[src/rtl/drm_ctrl_pkg.sv]
// -----------------------------------------------------------------------------
// drm_ctrl_pkg
// Shared definitions for the DRM write-arbiter / sequencer slice.
//   - drm_state_e    : top-level sequencer states (CLEAR, RUN)
//   - DRM_*          : default geometry of the 17x256 simple-dual-port DRM
//   - rd_latency_ok  : legality check for the RAM read latency parameter
// -----------------------------------------------------------------------------
package drm_ctrl_pkg;

  // Sequencer states: CLEAR owns the RAM write port, RUN serves requesters.
  typedef enum logic [0:0] {
    CLEAR = 1'b0,
    RUN   = 1'b1
  } drm_state_e;

  localparam int DRM_ADDR_WIDTH = 8;
  localparam int DRM_DATA_WIDTH = 17;
  localparam int DRM_RD_LATENCY = 1;

  // Only RAMs without (1) or with (2) an output register are supported.
  function automatic bit rd_latency_ok(input int lat);
    return (lat == 32'sd1) || (lat == 32'sd2);
  endfunction

endpackage

[src/rtl/drm_rr_arb2.sv]
// -----------------------------------------------------------------------------
// drm_rr_arb2
// Two-input round-robin arbiter with a combinational grant.
// Ports:
//   clk_i    in   clock
//   rst_i    in   asynchronous active-high reset (pointer favours input 0)
//   en_i     in   arbitration enable; no grant while low
//   valid_i  in   [1:0] request vector
//   grant_o  out  [1:0] one-hot (or zero) grant; a grant is a transfer
// The pointer names the favoured input. It only moves when the favoured
// input wins, so a lone request from the other side does not steal its turn.
// -----------------------------------------------------------------------------
module drm_rr_arb2 (
  input  logic       clk_i,
  input  logic       rst_i,
  input  logic       en_i,
  input  logic [1:0] valid_i,
  output logic [1:0] grant_o
);

  logic       ptr_q;
  logic       ptr_d;
  logic [1:0] grant_s;

  // Grant selection and pointer next-state.
  always_comb begin
    grant_s = 2'b00;
    if (en_i) begin
      case (valid_i)
        2'b01:   grant_s = 2'b01;
        2'b10:   grant_s = 2'b10;
        2'b11:   grant_s = ptr_q ? 2'b10 : 2'b01;
        default: grant_s = 2'b00;
      endcase
    end else begin
      grant_s = 2'b00;
    end

    if (grant_s[ptr_q]) begin
      ptr_d = ~ptr_q;
    end else begin
      ptr_d = ptr_q;
    end
  end

  // Round-robin pointer register.
  always_ff @(posedge clk_i or posedge rst_i) begin
    if (rst_i) begin
      ptr_q <= 1'b0;
    end else begin
      ptr_q <= ptr_d;
    end
  end

  assign grant_o = grant_s;

endmodule

[src/rtl/drm_wr_arb_ctrl.sv]
// -----------------------------------------------------------------------------
// drm_wr_arb_ctrl
// Sequencer / arbiter in front of a simple-dual-port DRM (default 17x256).
// Shares the single RAM write port between two requesters (round robin),
// serves one read requester through valid/ready, and zero-fills the array
// after reset (CLR_ON_RST) or on clr_start. Everything runs on wr_clk; the
// RAM read clock is tied to wr_clk by the integrator.
// Ports:
//   wr_clk, tb_wr_rst           clock, asynchronous active-high reset
//   clr_start / clr_busy        clear request pulse / clear engine active
//   w0_*, w1_*                  write requesters (valid/ready/addr/data)
//   r_valid/r_ready/r_addr      read request front end
//   rsp_valid/rsp_data          read response (no backpressure)
//   ram_wr_en/addr/data         registered RAM write port
//   ram_rd_addr / ram_rd_data   registered RAM read address / RAM read data
// -----------------------------------------------------------------------------
module drm_wr_arb_ctrl
  import drm_ctrl_pkg::*;
#(
  parameter int ADDR_WIDTH = DRM_ADDR_WIDTH,
  parameter int DATA_WIDTH = DRM_DATA_WIDTH,
  parameter int RD_LATENCY = DRM_RD_LATENCY,
  parameter bit CLR_ON_RST = 1'b1
) (
  input  logic                  wr_clk,
  input  logic                  tb_wr_rst,
  input  logic                  clr_start,
  output logic                  clr_busy,
  input  logic                  w0_valid,
  output logic                  w0_ready,
  input  logic [ADDR_WIDTH-1:0] w0_addr,
  input  logic [DATA_WIDTH-1:0] w0_data,
  input  logic                  w1_valid,
  output logic                  w1_ready,
  input  logic [ADDR_WIDTH-1:0] w1_addr,
  input  logic [DATA_WIDTH-1:0] w1_data,
  input  logic                  r_valid,
  output logic                  r_ready,
  input  logic [ADDR_WIDTH-1:0] r_addr,
  output logic                  rsp_valid,
  output logic [DATA_WIDTH-1:0] rsp_data,
  output logic                  ram_wr_en,
  output logic [ADDR_WIDTH-1:0] ram_wr_addr,
  output logic [DATA_WIDTH-1:0] ram_wr_data,
  output logic [ADDR_WIDTH-1:0] ram_rd_addr,
  input  logic [DATA_WIDTH-1:0] ram_rd_data
);

  // An illegal read latency falls back to the unregistered-RAM timing.
  localparam int         RD_LAT    = rd_latency_ok(RD_LATENCY) ? RD_LATENCY : 1;
  localparam drm_state_e RST_STATE = CLR_ON_RST ? CLEAR : RUN;

  drm_state_e            state_q;
  logic [ADDR_WIDTH:0]   clr_cnt_q;       // MSB of the incremented value marks done
  logic [ADDR_WIDTH:0]   clr_cnt_inc_s;
  logic                  clr_busy_q;
  logic                  run_q;           // qualifies all readies; low in reset
  logic                  ram_wr_en_q;
  logic [ADDR_WIDTH-1:0] ram_wr_addr_q;
  logic [DATA_WIDTH-1:0] ram_wr_data_q;
  logic [ADDR_WIDTH-1:0] ram_rd_addr_q;

  logic [1:0]            grant_s;
  logic [ADDR_WIDTH-1:0] wr_addr_sel_s;
  logic [DATA_WIDTH-1:0] wr_data_sel_s;
  logic                  wr_hazard_s;
  logic                  r_ready_s;
  logic                  rd_acc_s;
  logic                  rd_pend_q;       // read address is on ram_rd_addr this cycle
  logic [RD_LAT-1:0]     rd_vld_q;
  logic [RD_LAT-1:0]     rd_vld_d_s;
  logic [DATA_WIDTH-1:0] rsp_data_s;

  drm_rr_arb2 u_arb (
    .clk_i   (wr_clk),
    .rst_i   (tb_wr_rst),
    .en_i    (run_q),
    .valid_i ({w1_valid, w0_valid}),
    .grant_o (grant_s)
  );

  // Write mux, read hazard detection, read acceptance and response shift.
  always_comb begin
    clr_cnt_inc_s = clr_cnt_q + {{ADDR_WIDTH{1'b0}}, 1'b1};

    if (grant_s[1]) begin
      wr_addr_sel_s = w1_addr;
      wr_data_sel_s = w1_data;
    end else begin
      wr_addr_sel_s = w0_addr;
      wr_data_sel_s = w0_data;
    end

    // A write already registered onto the RAM port lands at the end of this
    // cycle; holding the same-address read one cycle returns the new data.
    wr_hazard_s = ram_wr_en_q && (ram_wr_addr_q == r_addr);
    if (run_q && !wr_hazard_s) begin
      r_ready_s = 1'b1;
    end else begin
      r_ready_s = 1'b0;
    end
    rd_acc_s = r_valid && r_ready_s;

    rd_vld_d_s    = '0;
    rd_vld_d_s[0] = rd_pend_q;
    for (int i = 1; i < RD_LAT; i++) begin
      rd_vld_d_s[i] = rd_vld_q[i-1];
    end

    // Response data is the RAM output itself, qualified by the valid pipe.
    if (rd_vld_q[RD_LAT-1]) begin
      rsp_data_s = ram_rd_data;
    end else begin
      rsp_data_s = '0;
    end
  end

  // Sequencer FSM: clear engine, write-port ownership and registered write port.
  always_ff @(posedge wr_clk or posedge tb_wr_rst) begin
    if (tb_wr_rst) begin
      state_q       <= RST_STATE;
      clr_cnt_q     <= '0;
      clr_busy_q    <= CLR_ON_RST;
      run_q         <= 1'b0;
      ram_wr_en_q   <= 1'b0;
      ram_wr_addr_q <= '0;
      ram_wr_data_q <= '0;
    end else begin
      case (state_q)
        CLEAR: begin
          ram_wr_en_q   <= 1'b1;
          ram_wr_addr_q <= clr_cnt_q[ADDR_WIDTH-1:0];
          ram_wr_data_q <= '0;
          // clr_start is ignored here: a running clear is never restarted.
          if (clr_cnt_inc_s[ADDR_WIDTH]) begin
            state_q    <= RUN;
            clr_cnt_q  <= '0;
            clr_busy_q <= 1'b0;
            run_q      <= 1'b1;
          end else begin
            state_q    <= CLEAR;
            clr_cnt_q  <= clr_cnt_inc_s;
            clr_busy_q <= 1'b1;
            run_q      <= 1'b0;
          end
        end
        RUN: begin
          // The grant of the clr_start cycle is still carried out.
          ram_wr_en_q <= |grant_s;
          if (|grant_s) begin
            ram_wr_addr_q <= wr_addr_sel_s;
            ram_wr_data_q <= wr_data_sel_s;
          end else begin
            ram_wr_addr_q <= ram_wr_addr_q;
            ram_wr_data_q <= ram_wr_data_q;
          end
          clr_cnt_q <= '0;
          if (clr_start) begin
            state_q    <= CLEAR;
            clr_busy_q <= 1'b1;
            run_q      <= 1'b0;
          end else begin
            state_q    <= RUN;
            clr_busy_q <= 1'b0;
            run_q      <= 1'b1;
          end
        end
        default: begin
          state_q       <= RST_STATE;
          clr_cnt_q     <= '0;
          clr_busy_q    <= CLR_ON_RST;
          run_q         <= 1'b0;
          ram_wr_en_q   <= 1'b0;
          ram_wr_addr_q <= ram_wr_addr_q;
          ram_wr_data_q <= ram_wr_data_q;
        end
      endcase
    end
  end

  // Read address register and response-valid shift register.
  always_ff @(posedge wr_clk or posedge tb_wr_rst) begin
    if (tb_wr_rst) begin
      ram_rd_addr_q <= '0;
      rd_pend_q     <= 1'b0;
      rd_vld_q      <= '0;
    end else begin
      if (rd_acc_s) begin
        ram_rd_addr_q <= r_addr;
      end else begin
        ram_rd_addr_q <= ram_rd_addr_q;
      end
      rd_pend_q <= rd_acc_s;
      rd_vld_q  <= rd_vld_d_s;
    end
  end

  assign clr_busy    = clr_busy_q;
  assign w0_ready    = grant_s[0];
  assign w1_ready    = grant_s[1];
  assign r_ready     = r_ready_s;
  assign rsp_valid   = rd_vld_q[RD_LAT-1];
  assign rsp_data    = rsp_data_s;
  assign ram_wr_en   = ram_wr_en_q;
  assign ram_wr_addr = ram_wr_addr_q;
  assign ram_wr_data = ram_wr_data_q;
  assign ram_rd_addr = ram_rd_addr_q;

endmodule
[config.mk]
export PLATFORM = sky130hd
export DESIGN_NAME = drm_wr_arb_ctrl
export DESIGN_NICKNAME = d
export VERILOG_FILES = /design/src/rtl/drm_ctrl_pkg.sv /design/src/rtl/drm_rr_arb2.sv /design/src/rtl/drm_wr_arb_ctrl.sv
export SDC_FILE = /design/constraint.sdc
export NUM_CORES = 1
export LEC_CHECK = 0
export CAP_MARGIN = 5
export CELL_PAD_IN_SITES_DETAIL_PLACEMENT = 0
export CELL_PAD_IN_SITES_GLOBAL_PLACEMENT = 1
export CORE_ASPECT_RATIO = 0.5
export CORE_MARGIN = 4
export CORE_UTILIZATION = 45
export CTS_CLUSTER_SIZE = 40
export DETAILED_ROUTE_END_ITERATION = 10
export DONT_BUFFER_PORTS = 1
export HOLD_SLACK_MARGIN = 0.06
export PLACE_DENSITY_LB_ADDON = 0.12
export SLEW_MARGIN = 20
export SYNTH_ARGS = -nofsm -noshare
export SYNTH_HDL_FRONTEND = slang
export SYNTH_SLANG_ARGS = --single-unit
export TNS_END_PERCENT = 100
[constraint.sdc]
create_clock -name wr_clk -period 2.2 [get_ports wr_clk]
set_input_delay 0.22 -clock wr_clk [delete_from_list [all_inputs] [get_ports wr_clk]]
set_output_delay 0.22 -clock wr_clk [all_outputs]
set_load 0.01 [all_outputs]
==> flow_metrics.py <==
metrics = {
    "sta": {
        "tightestPinTransition_ps": 597.7,
        "rsz0062_at_grt": "false",
        "max_freq_mhz": 533.4,
        "drv_slew": 0,
        "period_minus_slack_ps": 1875,
        "fin_crit_sh_pct": 85.22,
        "finalHoldViolations": 0,
        "worst_slack_ps": 325.1,
        "maxSlewHeadroom_pct": 59.88,
        "setup_viol": 0,
        "final.setup.tns_ps": 0,
        "fin_skew_ps": 3.489,
    },
    "detailed_routing": {
        "drt_wl_total_um": 5508,
        "post_drt_wl_per_cell_um": 18.12,
        "ant_nets": 0,
        "firstDrtPassIters": 4,
        "drt_iter0_drc": 84,
        "drc_errors": 0,
        "num_vias": 1599,
        "routed_via_density": 5.260,
    },
    "die": {
        "die_area_um2": 6375,
        "rows": 18,
        "initial_core_util_pct": 46.52,
        "coreArea_um2": 4932,
        "fp.dieH_um": 58.50,
        "die_width_um": 109.0,
        "io_pins": 137,
    },
    "critical_path": {
        "arrival_ps": 2050,
        "max_stage_delay_ps": 500,
        "worst-path-buf-inv": 0,
        "startpoint": "ram_wr_addr[6]",
        "path_delay_family": "compound AO/OA/AOI/OAI gates",
        "worstSetupEndpointType": "flip-flop",
        "crit_path_start_kind": "flip-flop",
        "r2r-start": "ram_wr_addr[6]",
        "required_ps": 2380,
        "crit_chain": "xnor2_1 > nand4_1 > o31ai_4 > mux2_2",
        "critPathMaxFanout": 9,
        "cpMaxStageDelayCell": "o31ai_4",
        "worstSetupPathType": "reg -> reg",
    },
    "clock_tree": {
        "cts_resized": 0,
        "clock_path_buffers": 2,
        "numCtsBuffers": 5,
        "path_clk_slew_ps": 80,
        "cts_tree": "done",
        "clock_sinks": 47,
        "htreeDepth": 2,
        "clock_latency_ps": 290,
        "root_buffer": "clkbuf_8",
    },
    "grt": {
        "overflow": 0,
        "grt_max_degree": 29,
        "grt_pass1_wl_um": 8045,
        "grt_pass1_vias": 1573,
        "antenna_found_initial": 0,
        "gr-usage-all-layers_pct": 16.44,
    },
    "pwr": {
        "total_leakage_power_nw": 1.212,
        "powerDensity_nw_per_um2": 557.2,
        "ir_drop_mv": 0.2740,
    },
    "hold_path": {
        "hold_path_class": "in -> reg",
        "hold_start": "r_addr[3]",
    },
    "synth": {
        "synth-seq-cells": 47,
        "synth_fp_nets": 300,
        "synth_seq_area_share_pct": 51.31,
        "synth_warnings": 0,
        "synth_cell_types": 27,
        "syn_inst": 218,
        "syn_avg_cell_area_um2": 10.53,
        "synth_area_um2": 2295,
    },
    "finish": {
        "postLayoutCoreUtil_pct": 52.64,
        "multi_input_area_um2": 1072,
        "fillers": 477,
        "regArea_um2": 1177,
        "diodes": 0,
        "syn2layout_area_growth_pct": 13.14,
        "nets": 315,
        "drive_above_1_share_pct": 11.97,
    },
    "placed_design": {
        "hpwl_um": 4281,
        "numPortBuffers": 0,
        "finalWeightedCongestion": 0.7841,
        "dp_slack_ps": 319.4,
    },
    "run_status": {
        "status": "finished clean",
    },
    "job": {
        "cap_violations": 0,
    },
}
-- per-stage QoR --
step | cells | area, µm² | power [mW] | hold WS [ps]
after floorplan | 218 | 2295 | 0.9401 | 324.1
after CTS | 297 | 2526 | 1.463 | 62.73
after detailed placement | 285 | 2405 | 0.9560 | 117.8
final | 304 | 2596 | 1.447 | 79.11
after global routing | 304 | 2596 | 1.532 | 60.25
after global placement | 285 | 2405 | 0.9541 | 114.9
-- cells by family (layout without fill, tap and decap cells) --
logic type,count (synthesis),after routing,share of synthesized area [%]
flops,47,47,51.31
simple gates,69,69,15.32
buf+inv,14,30,2.726
mux,32,32,14.39
xor+xnor,14,14,5.343
fa+ha+maj,1,1,0.5452
compound gates,41,41,10.36
-- what timing repair did --
item / CTS / global route
endpoints found under the hold margin: 22 / 7
setup buffers: 0 / 0
hold buffers: 4 / 7
setup endpoints to repair: 0 / 0
-- cell type report --
type	count	area share (%)
Tap cell	70	3.373
Clock buffer	7	2.940
Multi-Input combinational cell	157	41.30
Timing Repair Buffer	18	6.265
Sequential cell	47	45.35
Inverter	4	0.5783
Clock inverter	1	0.1928
-- cell usage in the layout (no fill, tap or decap), drive strengths merged, types with 9 or more instances in the layout --
master / Yosys / layout
mux2i: 24 / 24
and2: 20 / 20
xnor2: 10 / 10
a21oi: 10 / 10
o21ai: 25 / 25
nor2: 9 / 9
dlygate4sd3: 0 / 11
nor2b: 9 / 9
dfrtp: 46 / 46
nand2: 24 / 24
-- worst paths after layout --
kind,end,slack [ps],cells after the start
worst max-delay path,ram_rd_addr[6],330,4
worst min-delay path,ram_rd_addr[3],80,1
worst max register to register,ram_rd_addr[6],330,4
worst min register to register,rsp_valid,350,0
max in group asynchronous,clr_busy,1080,3
min in group asynchronous,ram_wr_data[2],370,2
-- per-layer routing --
metal  global-route usage, %  vias up  share of wire (%)
li1                        -      765                  -
met1                   20.39      774                 41
met2                   28.53       60                 51
met3                   5.696        0                8.3
met4                   2.698        0                  0
met5                       0        -                  0
-- flip-flops by register name (all words and copies together), names as in the netlist --
signal       count
ram_wr_data     17
clr_cnt_q        8
ram_rd_addr      8
ram_wr_addr      8
clr_busy         1
ram_wr_en        1
rd_pend_q        1
rsp_valid        1
run_q            1
u_arb.ptr_q      1
-- synth_stat cells --
cell | n | area, µm²
dfrtp_1 | 46 | 1151
o21ai_0 | 25 | 125.1
mux2i_1 | 24 | 240.2
nand2_1 | 24 | 90.09
and2_1 | 20 | 125.1
a21oi_1 | 10 | 50.05
xnor2_1 | 10 | 87.58
nor2_1 | 9 | 33.78
nor2b_1 | 9 | 56.30
mux2_2 | 8 | 90.09
clkbuf_1 | 6 | 22.52
inv_1 | 4 | 15.01
xor2_1 | 4 | 35.03
nand3_1 | 3 | 15.01
buf_2 | 2 | 10.01
buf_4 | 2 | 15.01
nand4_1 | 2 | 12.51
a21boi_0 | 1 | 7.510
a31o_2 | 1 | 8.760
a31oi_1 | 1 | 6.260
a32oi_1 | 1 | 8.760
and3_1 | 1 | 6.260
dfstp_2 | 1 | 26.28
ha_1 | 1 | 12.51
nor3b_2 | 1 | 12.51
o31a_2 | 1 | 10.01
o31ai_4 | 1 | 21.27
-- power by group --
group          internal, mW  switching [mW]
sequential            0.863               0
combinational        0.0448          0.0442
clock                 0.223           0.271
total                  1.13           0.315
No activity file was read; power rests on OpenSTA's default activity.
